$ cat src/rtl/glb_stream_loader.sv
// Streams source words into a global buffer region. Each word is tagged with a PE column id and a channel index.
// One job fills NUM_CH channels of len words each, starting at base_addr and wrapping at the buffer top.
module glb_stream_loader #(
    parameter int DATA_WIDTH  = 16,
    parameter int NUM_COL     = 10,
    parameter int NUM_CH      = 4,
    parameter int BUFFER_SIZE = 512,
    localparam int ADDR_W = $clog2(BUFFER_SIZE),
    localparam int ID_W   = $clog2(NUM_COL) + 1,
    localparam int CH_W   = ($clog2(NUM_CH) > 1) ? $clog2(NUM_CH) : 1,
    localparam int LEN_W  = ADDR_W + 1
) (
    input  logic                  clk,
    input  logic                  rstn,
    input  logic                  start,
    input  logic                  abort,
    input  logic [7:0]            kernel_size,
    input  logic [LEN_W-1:0]      len,
    input  logic [ADDR_W-1:0]     base_addr,
    input  logic                  s_valid,
    input  logic [DATA_WIDTH-1:0] s_data,
    output logic                  s_ready,
    input  logic                  full,
    output logic                  wr_en,
    output logic [ADDR_W-1:0]     wr_addr,
    output logic [DATA_WIDTH-1:0] wr_data,
    output logic [ID_W-1:0]       wr_id,
    output logic [CH_W-1:0]       wr_ch,
    output logic                  busy,
    output logic                  done,
    output logic                  err
);

    typedef enum logic [1:0] {S_IDLE, S_LOAD, S_DONE} state_t;

    state_t              state_q, state_d;
    logic [7:0]          kernel_q;
    logic [LEN_W-1:0]    len_q;
    logic [LEN_W-1:0]    widx;
    logic [7:0]          kcnt;
    logic [ID_W-1:0]     id;
    logic [CH_W-1:0]     ch;
    logic [ADDR_W-1:0]   ptr;
    logic [31:0]         job_words;
    logic                cfg_bad, start_ok, xfer;
    logic                last_word, last_ch, kcnt_last, id_last, ptr_last;

    // A word moves only on a rising edge where s_valid and s_ready are both high.
    // s_ready never depends on s_valid, so the source may hold s_valid high across any stall.
    assign xfer      = s_valid & s_ready;
    assign job_words = 32'(len) * 32'(NUM_CH);
    assign cfg_bad   = (kernel_size == 8'd0) || (len == '0) || (job_words > 32'(BUFFER_SIZE));
    assign start_ok  = (state_q == S_IDLE) && start && !cfg_bad;
    assign last_word = (widx == len_q - LEN_W'(1));
    assign last_ch   = (ch == CH_W'(NUM_CH - 1));
    assign kcnt_last = (kcnt == kernel_q - 8'd1);
    assign id_last   = (id == ID_W'(NUM_COL - 1));
    assign ptr_last  = (ptr == ADDR_W'(BUFFER_SIZE - 1));

    always_ff @(posedge clk or negedge rstn) begin
        if (!rstn) state_q <= S_IDLE;
        else       state_q <= state_d;
    end

    always_comb begin
        state_d = state_q;
        case (state_q)
            S_IDLE:  if (start_ok) state_d = S_LOAD;
            S_LOAD: begin
                if (abort)                           state_d = S_IDLE;
                else if (xfer && last_word && last_ch) state_d = S_DONE;
            end
            S_DONE:  state_d = S_IDLE;
            default: state_d = S_IDLE;
        endcase
    end

    always_comb begin
        s_ready = (state_q == S_LOAD) && !full && !abort;
        busy    = (state_q != S_IDLE);
        done    = (state_q == S_DONE);
    end

    // ptr walks the same sequence as base_addr + ch*len + widx, because widx restarts exactly when ch steps.
    always_ff @(posedge clk or negedge rstn) begin
        if (!rstn) begin
            kernel_q <= '0;
            len_q    <= '0;
            ptr      <= '0;
            widx     <= '0;
            kcnt     <= '0;
            id       <= '0;
            ch       <= '0;
        end else if (start_ok) begin
            kernel_q <= kernel_size;
            len_q    <= len;
            ptr      <= base_addr;
            widx     <= '0;
            kcnt     <= '0;
            id       <= '0;
            ch       <= '0;
        end else if (state_q == S_LOAD && abort) begin
            ptr  <= '0;
            widx <= '0;
            kcnt <= '0;
            id   <= '0;
            ch   <= '0;
        end else if (xfer) begin
            ptr <= ptr_last ? '0 : ptr + ADDR_W'(1);
            if (last_word) begin
                widx <= '0;
                kcnt <= '0;
                id   <= '0;
                ch   <= last_ch ? '0 : ch + CH_W'(1);
            end else begin
                widx <= widx + LEN_W'(1);
                if (kcnt_last) begin
                    kcnt <= '0;
                    id   <= id_last ? '0 : id + ID_W'(1);
                end else begin
                    kcnt <= kcnt + 8'd1;
                end
            end
        end
    end

    always_ff @(posedge clk or negedge rstn) begin
        if (!rstn) begin
            err     <= 1'b0;
            wr_en   <= 1'b0;
            wr_addr <= '0;
            wr_data <= '0;
            wr_id   <= '0;
            wr_ch   <= '0;
        end else begin
            if (state_q == S_IDLE && start) err <= cfg_bad;
            wr_en <= xfer;
            if (xfer) begin
                wr_addr <= ptr;
                wr_data <= s_data;
                wr_id   <= id;
                wr_ch   <= ch;
            end
        end
    end

endmodule

$ cat config.mk
export PLATFORM = sky130hd
export DESIGN_NAME = glb_stream_loader
export DESIGN_NICKNAME = d
export VERILOG_FILES = /design/src/rtl/glb_stream_loader.sv
export SDC_FILE = /design/constraint.sdc
export NUM_CORES = 1
export LEC_CHECK = 0
export CORE_UTILIZATION = 40
export CTS_CLUSTER_DIAMETER = 30
export DETAILED_ROUTE_END_ITERATION = 8
export PLACE_DENSITY = 0.7
export REMOVE_ABC_BUFFERS = 1
export SYNTH_ARGS = -nofsm -noshare
export SYNTH_HDL_FRONTEND = slang
export SYNTH_SLANG_ARGS = --single-unit
export TNS_END_PERCENT = 20
$ cat constraint.sdc
create_clock -name clk -period 3.5 [get_ports clk]
set_clock_uncertainty 0.05 [all_clocks]
set_input_delay 0.525 -clock clk [delete_from_list [all_inputs] [get_ports clk]]
set_output_delay 0.525 -clock clk [all_outputs]
set_load 0.01 [all_outputs]
==> results of run 1 <==
==> state kept, by name, summed over array words and instances, names as in the netlist <==
signal / flops
ch: 2
state_q: 2
kcnt: 8
id: 5
wr_en: 1
wr_data: 16
wr_ch: 2
len_q: 10
widx: 10
kernel_q: 8
ptr: 9
wr_id: 5
wr_addr: 9
err: 1
==> per-stage QoR <==
| step | hold WS, ns | power (W) | TNS [ns] | setup slack (ns) | utilization (%) |
|---|---|---|---|---|---|
| 6_report | 0.116 | 0.00311 | 0 | 0.630 | 53.1 |
| 5_1_grt | 0.148 | 0.00332 | 0 | 0.513 | 53.1 |
| 4_1_cts | 0.138 | 0.00315 | 0 | 0.604 | 53.1 |
| 3_5_place_dp | 0.414 | 0.00223 | 0 | 0.278 | 50.5 |
| 3_3_place_gp | 0.406 | 0.00219 | 0 | 0.384 | 50.5 |
| 2_1_floorplan | 0.179 | 0.00187 | -0.328 | -0.0922 | - |
==> power by group through the flow <==
stage,registers [W],clock network (W),logic [W]
after floorplan,0.00139,0,0.000474
after global placement,0.00140,0,0.000791
after detailed placement,0.00141,0,0.000819
after CTS,0.00140,0.000929,0.000823
after global routing,0.00143,0.000977,0.000912
final,0.00140,0.000901,0.000814
==> layout make-up <==
| cell class | count | area, um2 |
|---|---|---|
| fillers | 1050 | 5150 |
| multi-input cells | 379 | 2220 |
| flip-flops and latches | 88 | 2200 |
| repair buffers | 92 | 901 |
| clock buffers | 10 | 229 |
| well taps | 140 | 175 |
| inverters | 14 | 52.6 |
| clock inverters | 6 | 51.3 |
==> cell usage in the layout (no fill, tap or decap), types with 3 or more instances in the layout <==
| master | synthesis | final |
|---|---|---|
| or3_1 | 5 | 5 |
| nand4_1 | 4 | 4 |
| clkdlybuf4s50_1 | 0 | 84 |
| nor3_1 | 12 | 12 |
| inv_1 | 14 | 14 |
| nand2_1 | 120 | 120 |
| a32oi_1 | 5 | 5 |
| dfrtp_1 | 88 | 88 |
| a21oi_1 | 19 | 19 |
| o31ai_1 | 6 | 6 |
| xnor2_1 | 11 | 11 |
| nand2b_1 | 4 | 4 |
| ha_1 | 9 | 9 |
| or2_2 | 4 | 4 |
| a21o_1 | 3 | 3 |
| o21ai_0 | 41 | 41 |
| buf_4 | 0 | 8 |
| nand3_1 | 11 | 11 |
| nor2b_1 | 13 | 13 |
| nor4_1 | 3 | 3 |
| nand3b_1 | 6 | 6 |
| nor2_1 | 23 | 23 |
| and3_1 | 19 | 19 |
| xor2_1 | 8 | 8 |
| mux2_2 | 12 | 12 |
| clkinv_4 | 0 | 3 |
| clkbuf_16 | 0 | 9 |
==> routing by layer <==
metal | wire length (um) | up-vias | GRT usage (%)
li1 | - | 1913 | -
met1 | 4750 | 1866 | 23.9
met2 | 4990 | 115 | 32.7
met3 | 638 | 10 | 3.71
met4 | 107 | 0 | 5.50
met5 | 0 | - | 0
==> worst paths after layout <==
kind | end | cells after the start | startpoint | slack [ns]
max | kcnt[4]$_DFFE_PN0P_ | 8 | kernel_size[1] | 0.63
min | wr_data[9]$_DFFE_PN0P_ | 1 | rstn | 0.12
max reg2reg | id[3]$_DFFE_PN0P_ | 8 | len_q[2]$_DFFE_PN0P_ | 0.73
min reg2reg | wr_ch[0]$_DFFE_PN0P_ | 2 | wr_ch[0]$_DFFE_PN0P_ | 0.42
max in group asynchronous | kernel_q[2]$_DFFE_PN0P_ | 2 | rstn | 2.56
min in group clk | wr_ch[0]$_DFFE_PN0P_ | 2 | wr_ch[0]$_DFFE_PN0P_ | 0.42
==> worst max-delay path, delay by kind of cell <==
kind                   cells  cell delay [ns]
AO/OA/AOI/OAI              5             1.16
buffers and inverters      1             0.42
AND/OR/NAND/NOR            2             0.94
==> kinds of logic (layout without fill, tap and decap cells) <==
group	after synthesis	in the layout
adder cells (fa/ha/maj)	9	9
flip-flops	88	88
AO/OA/AOI/OAI	101	101
XOR/XNOR	19	19
multiplexers	14	14
buffers and inverters	37	122
AND/OR/NAND/NOR	236	236
==> key figures, run 1 <==
Setup path
  • Kind of end point of the critical path: flip-flop
  • Crit path max fanout: 19
  • Critical path launch point type: primary input
  • CP arrival: 3.05 ns
  • Slowest stage cell, crit path: or4_1
  • Max stage delay on crit path: 0.54 ns
  • WP data required: 3.68 ns
  • Worst path most repeated cell: a21o_4
  • Setup Crit Path Kind: primary input to flip-flop
  • Critical Path, Cell by Cell: clkdlybuf4s50_1 -> or4_1 -> o2111a_1 -> o21a_1 -> a21o_4 -> a21o_4 -> or3_4 -> o31ai_1

Synth
  • Avg Cell Area, Syn: 9.07 um2
  • Share of the synthesized area in the top cell type: 48.2%
  • Simple-Gate Fraction of Synth Area: 24.6%
  • Mux contribution to synthesized area: 3.39%
  • Most frequent cells after synthesis: nand2_1 (120), dfrtp_1 (88), o21ai_0 (41)
  • Post-synthesis cell area: 4570 um2
  • Area leader, netlist: dfrtp_1
  • Register area share after synthesis: 48.2%
  • Top_reg_cell synth: dfrtp_1
  • XOR/XNOR share of the synthesized area: 3.64%
  • Post-Synth Adder-Cell Area: 2.46%
  • Synth Area in Compound Gates: 14.5%
  • Ys async rst share: 100%
  • Number of library cell types mapped by synthesis: 56
  • #FFs+latches synth: 88
  • Largest family of logic cells by synthesized area: simple AND/OR/NAND/NOR gates
  • Post-Synthesis Cells: 504
  • Synth warn: 0
  • Most frequent cell after synthesis: nand2_1
  • Top cells by area, synth: dfrtp_1 (48%), nand2_1 (9.8%), o21ai_0 (4.5%), mux2_2 (3.0%), and3_1 (2.6%)
  • EDFF count, synth: 0

Global routing
  • First-pass GRT wire length: 17.5 mm
  • Total Routing Usage GR: 18.9%
  • Antenna violations before repair: 0
  • Largest net degree at the start of global routing: 45
  • Vias in the first global route: 3,855
  • Remaining Overflow, GRT: 0

Detailed routing
  • WL/cell: 14.4 um
  • Final wirelength: 10.5 mm
  • Drt via density: 5.36
  • Via count: 3,904
  • Initial DRC count: 294
  • 1st-pass router iterations: 4
  • DR DRC count: 0
  • Routed Antenna Nets: 0

Floorplan
  • Die H: 109 um
  • I/O pins: 86
  • Initial Util: 41.6%
  • Die area: 11,900 um2
  • CORE AREA: 11,000 um2
  • FP Rows: 38
  • Die Wd: 109 um

Cells and area
  • Layout Cell Area excl Fill: 5830 um2
  • Share of cells above drive strength 1: 7.98%
  • Nets: 642
  • ANT cells: 0
  • Area grow syn2layout: 27.5%
  • Fin cells: 729

Placement
  • RePlAce Congestion: 0.858
  • I/O Buffers: 85
  • Inst Count DP: 713
  • Hpwl dp: 7.69 mm
  • Placed instance area: 5550 um2

STA
  • Final hold vios: 0
  • Slew HR: 62.9%
  • Worst Tran Pin Value: 0.553 ns
  • Fin crit period: 2.87 ns
  • Fmax achieved: 348 MHz
  • RSZ-0062 raised after global routing: false
  • Period utilization: 82.0%
  • Max Slew Vio Count: 0
  • Final-report setup violation count: 0

Pwr
  • Sw Share: 31.9%
  • Sequential group share of total power: 44.9%
  • Clock power frac: 29.0%
  • Worst IR Drop VDD: 297 uV
  • Internal power: 0.00212 W
  • Combinational share of power: 26.2%
  • Pwr dens: 533 nW/um2
  • Psw: 0.000992 W
  • Leak pwr: 2.65 nW

Clock network
  • Number of buffers created by CTS: 9
  • CTS Sinks: 88
  • Setup Buffers After CTS: 0
  • CTS tree: built
  • # hold bufs at CTS: 0
  • CTS Root Buffer Type: clkbuf_16
  • CTS max path bufs: 2
  • H-tree levels: 3
  • Clk_lat worst skew: 0.34 ns
  • Worst-path clk slew: 0.07 ns
  • Post_cts resized: 0

Flow run
  • Max_cap viols: 0

Status
  • Outcome: finished, final reports clean

Hold path
  • Hold Crit Class: primary input to async pin
(Power assumes the default switching activity.)
==> run 2, diff against run 1 <==
- clock period: 3.5 -> 2.9 ns (I/O delays scaled with it)
==> run 2 against run 1 <==
Via count is 1.9% higher. Non-clock buffer count is 19 higher. Combinational power is 28% higher. First-iteration DRC count is 45% lower. Sequential cell count stayed put. Clock-buffer cell count is 1 lower. Sequential share of layout area is 1.0 points lower. Highest routed layer unchanged.
==> key figures, run 2 (same netlist as run 1, synthesis figures left out) <==
Setup path
  • Crit path max fanout: 12 (-7)
  • FF-to-FF setup slack: 0.26 ns (-0.47 ns)
  • CP arrival: 2.86 ns (-0.19 ns)
  • Critical path launch point type: primary input
  • WP data required: 3.08 ns (-0.60 ns)
  • Worst r2r src: len_q[0]$_DFFE_PN0P_
  • Setup Crit Path Kind: primary input to flip-flop
  • Kind of end point of the critical path: flip-flop
  • CP startpoint: kernel_size[1]

Clock network
  • Post_cts resized: 0 (unchanged)
  • Number of buffers created by CTS: 9 (unchanged)
  • CTS Sinks: 88 (unchanged)
  • CTS tree: built
  • Setup Buffers After CTS: 0 (unchanged)
  • CTS max path bufs: 2 (unchanged)
  • H-tree levels: 3 (unchanged)
  • Worst-path clk slew: 0.07 ns (about the same)
  • Clk_lat worst skew: 0.34 ns (about the same)
  • # hold bufs at CTS: 0 (unchanged)
  • CTS Root Buffer Type: clkbuf_16

Cells and area
  • Most common cell after layout, fill and taps aside: nand2_1
  • Most frequent cells in the layout: nand2_1 (120), dfrtp_1 (88), clkdlybuf4s50_1 (84)
  • ANT cells: 0 (unchanged)
  • Fill cells: 1,039 (-1.0%)
  • Area grow syn2layout: 31.1%
  • Regs by FF count: wr_data: 16 flops, len_q: 10 flops, widx: 10 flops
  • Max reg flops: 16 (unchanged)
  • Nets: 661 (+3.0%)
  • Util after Layout: 54.6% (+1.5 points)
  • Fin cells: 748 (+2.6%)
  • Share of cells above drive strength 1: 11.2% (+3.2 points)
  • Area occupied by multi-input gates: 2220 um2 (+0.11%)
  • Largest Register: wr_data
  • FF+latch area: 2200 um2 (unchanged)

Global routing
  • Met1 GRT Util: 24.4% (+0.57 points)
  • First-pass GRT wire length: 17.7 mm (+0.90%)
  • Vias in the first global route: 3,951 (+2.5%)
  • Grt met2 use: 31.9% (-0.81 points)
  • Antenna violations before repair: 0 (unchanged)
  • Total Routing Usage GR: 18.9% (about the same)
  • Remaining Overflow, GRT: 0 (unchanged)
  • Largest net degree at the start of global routing: 50 (+11%)
  • GR peak layer: met2
  • Met3 usage in global routing: 3.11% (-0.60 points)

Placement
  • Inst Count DP: 732 (+2.7%)
  • DP Worst Slack: -0.129 ns (-0.407 ns)
  • RePlAce Congestion: 0.844 (-1.7%)
  • Hpwl dp: 7.76 mm (+0.94%)
  • I/O Buffers: 85 (unchanged)

Pwr
  • Pwr dens: 640 nW/um2 (+20%)
  • Leak pwr: 2.75 nW (+4.0%)
  • Worst IR Drop VDD: 357 uV (+20%)

Floorplan
  • Die area: 11,900 um2 (unchanged)
  • I/O pins: 86 (unchanged)
  • Die H: 109 um (unchanged)
  • CORE AREA: 11,000 um2 (unchanged)
  • Initial Util: 41.6% (unchanged)
  • FP Rows: 38 (unchanged)
  • Die Wd: 109 um (unchanged)

Detailed routing
  • Via count: 3,977 (+1.9%)
  • WL/cell: 14.2 um (-0.94%)
  • DR DRC count: 0 (unchanged)
  • Routed Antenna Nets: 0 (unchanged)
  • 1st-pass router iterations: 5 (+1)
  • Drt via density: 5.32 (-0.72%)
  • Initial DRC count: 162 (-45%)
  • Final wirelength: 10.7 mm (+1.6%)

Flow run
  • Max_cap viols: 0 (unchanged)

STA
  • RSZ-0062 raised after global routing: false
  • Fmax achieved: 373 MHz
  • Final-report setup violation count: 0 (unchanged)
  • Max Slew Vio Count: 0 (unchanged)
  • Period utilization: 92.4%
  • Worst Tran Pin Value: 0.656 ns (+0.103 ns)
  • Fin crit period: 2.68 ns
  • Final hold vios: 0 (unchanged)
  • Slew HR: 56.3% (-6.6 points)
  • Setup WS post-layout: 0.222 ns (-0.408 ns)

Hold path
  • Hold Crit Class: primary input to async pin

Status
  • Outcome: finished, final reports clean
## run 2: critical path, stage by stage
cell,delay [ns]
clkdlybuf4s50_1,0.42
or4_1,0.54
o2111a_1,0.27
o21a_1,0.17
a21o_4,0.22
nor2_1,0.21
buf_4,0.24
or3_1,0.13
a21oi_1,0.07
a21o_1,0.15
## run 2: final timing paths
check / cells past startpoint / to
max: 10 / kcnt[6]$_DFFE_PN0P_
min: 1 / wr_data[6]$_DFFE_PN0P_
max reg2reg: 10 / widx[0]$_DFFE_PN0P_
min reg2reg: 2 / wr_addr[8]$_DFFE_PN0P_
max in group asynchronous: 2 / len_q[3]$_DFFE_PN0P_
min in group clk: 2 / wr_addr[8]$_DFFE_PN0P_
## run 2: stage by stage
stage | TNS (ns) | hold slack [ns] | area [um2] | total power, W
2_1_floorplan | -12.45 | 0.0894 | 4480 | 0.00225
3_3_place_gp | -0.278 | 0.406 | 5710 | 0.00268
3_5_place_dp | -1.85 | 0.412 | 5710 | 0.00273
4_1_cts | 0 | 0.0911 | 5990 | 0.00387
5_1_grt | 0 | 0.108 | 6000 | 0.00408
6_report | 0 | 0.0695 | 6000 | 0.00383
## run 2: final cells by class
cell class,instances,share of cell area [%]
sequential,88,36.7
inverter,14,0.876
clock buffer,9,3.76
tap,140,2.92
clock inverter,7,1.02
multi-input combinational,379,37.1
timing repair buffer,111,17.6
## run 2: where the power goes
part           internal [W]  total (W)  leakage, nW  switching [W]
Clock              0.000601    0.00113        0.141       0.000527
Sequential          0.00144    0.00166         1.15       0.000220
Combinational      0.000558    0.00104         1.47       0.000484
## run 2: per-layer routing
metal | vias up | part of all wire, %
met5 | - | 0
met4 | 0 | 1.5
met3 | 18 | 6.1
met2 | 111 | 47
met1 | 1894 | 46
li1 | 1954 | -
==> run 3, diff against run 2 <==
- CTS_BUF_LIST: default -> sky130_fd_sc_hd__clkbuf_8
==> run 3 against run 2 <==
Critical path depth did not move. Routed wire length is 0.93% lower. Clock power decreased by 27%. Core utilization down 0.92 points. Global-route usage is 0.22 points lower. Total power shrank 8.1%. Combinational power about the same. Cell count unchanged. Critical endpoint is now kcnt[5]$_DFFE_PN0P_. Highest routed layer unchanged.
==> key figures, run 3 (same netlist as run 1, synthesis figures left out) <==
Cells and area
  • Fill cells: 1,061 (+2.1%)
  • Most frequent cells in the layout: nand2_1 (120), dfrtp_1 (88), clkdlybuf4s50_1 (84)
  • Area grow syn2layout: 28.9%
  • Share of cells above drive strength 1: 11.2% (unchanged)
  • Fin cells: 748 (unchanged)
  • Largest Register: wr_data
  • Max reg flops: 16 (unchanged)
  • Nets: 661 (unchanged)
  • ANT cells: 0 (unchanged)
  • Most common cell after layout, fill and taps aside: nand2_1
  • Regs by FF count: wr_data: 16 flops, len_q: 10 flops, widx: 10 flops

Status
  • Outcome: finished, final reports clean

STA
  • Slew HR: 56.8% (+0.53 points)
  • Setup WS post-layout: 0.232 ns (+0.0109 ns)
  • Final hold vios: 0 (unchanged)
  • Max Slew Vio Count: 0 (unchanged)
  • Fmax achieved: 375 MHz (+0.41%)
  • Hold slack final: 0.0403 ns (-0.0292 ns)
  • Period utilization: 92.0% (-0.38 points)
  • Total negative slack: 0 ns (unchanged)
  • Worst Tran Pin Value: 0.648 ns (-0.00793 ns)
  • Final-report setup violation count: 0 (unchanged)
  • RSZ-0062 raised after global routing: false
  • Fin crit period: 2.67 ns (-0.0109 ns)

Global routing
  • Largest net degree at the start of global routing: 50 (unchanged)
  • Remaining Overflow, GRT: 0 (unchanged)
  • Antenna violations before repair: 0 (unchanged)
  • First-pass GRT wire length: 17.5 mm (-1.1%)
  • Total Routing Usage GR: 18.7% (-0.22 points)
  • Vias in the first global route: 3,904 (-1.2%)

Clock network
  • CTS max path bufs: 2 (unchanged)
  • H-tree levels: 3 (unchanged)
  • CTS Root Buffer Type: clkbuf_8
  • CTS Sinks: 88 (unchanged)
  • Post_cts resized: 0 (unchanged)
  • Number of buffers created by CTS: 9 (unchanged)
  • Setup Buffers After CTS: 0 (unchanged)
  • Clk_lat worst skew: 0.36 ns (+0.02 ns)
  • CTS tree: built
  • Worst-path clk slew: 0.10 ns (+0.03 ns)
  • # hold bufs at CTS: 0 (unchanged)

Placement
  • DP Worst Slack: -0.129 ns (unchanged)
  • RePlAce Congestion: 0.844 (unchanged)
  • I/O Buffers: 85 (unchanged)
  • Hpwl dp: 7.76 mm (unchanged)
  • Inst Count DP: 732 (unchanged)

Setup path
  • Crit path max fanout: 12 (unchanged)
  • CP arrival: 2.87 ns (about the same)
  • Setup Crit Path Kind: primary input to flip-flop
  • Kind of end point of the critical path: flip-flop
  • Critical path launch point type: primary input
  • FF-to-FF path depth: 9 (-1)
  • WP data required: 3.10 ns (+0.02 ns)

Detailed routing
  • Drt via density: 5.33 (+0.18%)
  • Via count: 3,984 (+0.18%)
  • WL/cell: 14.1 um (-0.93%)
  • Initial DRC count: 198 (+22%)
  • DR DRC count: 0 (unchanged)
  • Routed Antenna Nets: 0 (unchanged)
  • Final wirelength: 10.6 mm (-0.93%)
  • 1st-pass router iterations: 5 (unchanged)

Pwr
  • Leak pwr: 2.71 nW (-1.7%)
  • Pwr Total: 0.00352 W (-8.1%)
  • Pwr dens: 598 nW/um2 (-6.5%)
  • Worst IR Drop VDD: 282 uV (-21%)

Floorplan
  • Die area: 11,900 um2 (unchanged)
  • Initial Util: 41.6% (unchanged)
  • FP Rows: 38 (unchanged)
  • CORE AREA: 11,000 um2 (unchanged)
  • Die H: 109 um (unchanged)
  • I/O pins: 86 (unchanged)
  • Die Wd: 109 um (unchanged)

Flow run
  • Max_cap viols: 0 (unchanged)

Hold path
  • Hold Crit Class: primary input to async pin
[run 3: cell types whose count changed in the layout (fill, tap and decap cells not counted)]
cell       delta
clkbuf_8      +9
clkbuf_16     -9
[run 3: final cells by class]
class,instances,area (um2),area share (%)
inverter,14,52.6,0.892
timing repair buffer,111,1060,17.9
clock buffer,9,124,2.10
tap,140,175,2.97
sequential,88,2200,37.4
clock inverter,7,61.3,1.04
multi-input combinational,379,2220,37.7
[run 3: per-stage QoR]
| step | utilization, % | cell area [um2] |
|---|---|---|
| floorplan | - | 4480 |
| global placement | 52.0 | 5710 |
| detailed placement | 52.0 | 5710 |
| CTS | 53.6 | 5890 |
| global route | 53.7 | 5890 |
| finish | 53.7 | 5890 |
[run 3: critical path, cell delays in order]
cell             delay (ns)
clkdlybuf4s50_1        0.42
or4_1                  0.54
o2111a_1               0.26
o21a_1                 0.17
a21o_4                 0.22
nor2_1                 0.22
buf_4                  0.24
or3_1                  0.14
a21oi_1                0.07
a21o_1                 0.16
[run 3: final timing paths]
path | start | to | slack [ns]
max | kernel_size[1] | kcnt[5]$_DFFE_PN0P_ | 0.23
min | rstn | wr_data[6]$_DFFE_PN0P_ | 0.04
max reg2reg | len_q[4]$_DFFE_PN0P_ | widx[0]$_DFFE_PN0P_ | 0.26
min reg2reg | wr_addr[8]$_DFFE_PN0P_ | wr_addr[8]$_DFFE_PN0P_ | 0.43
max in group asynchronous | rstn | len_q[3]$_DFFE_PN0P_ | 2.08
min in group clk | wr_addr[8]$_DFFE_PN0P_ | wr_addr[8]$_DFFE_PN0P_ | 0.43
[run 3: per-layer routing]
layer  up-vias  routed length [um]  global-route usage (%)  part of all wire (%)
li1       1948                   -                       -                     -
met1      1910                4820                    24.4                    46
met3        10                 689                    2.87                   6.5
met2       116                4930                    31.7                    47
met5         -                   0                       0                     0
met4         0                 116                    5.98                   1.1
[run 3: power breakdown]
part | total (W) | switching (W) | internal (W)
sequential | 0.00166 | 0.000220 | 0.00144
combinational | 0.00104 | 0.000480 | 0.000558
clock | 0.000824 | 0.000493 | 0.000332
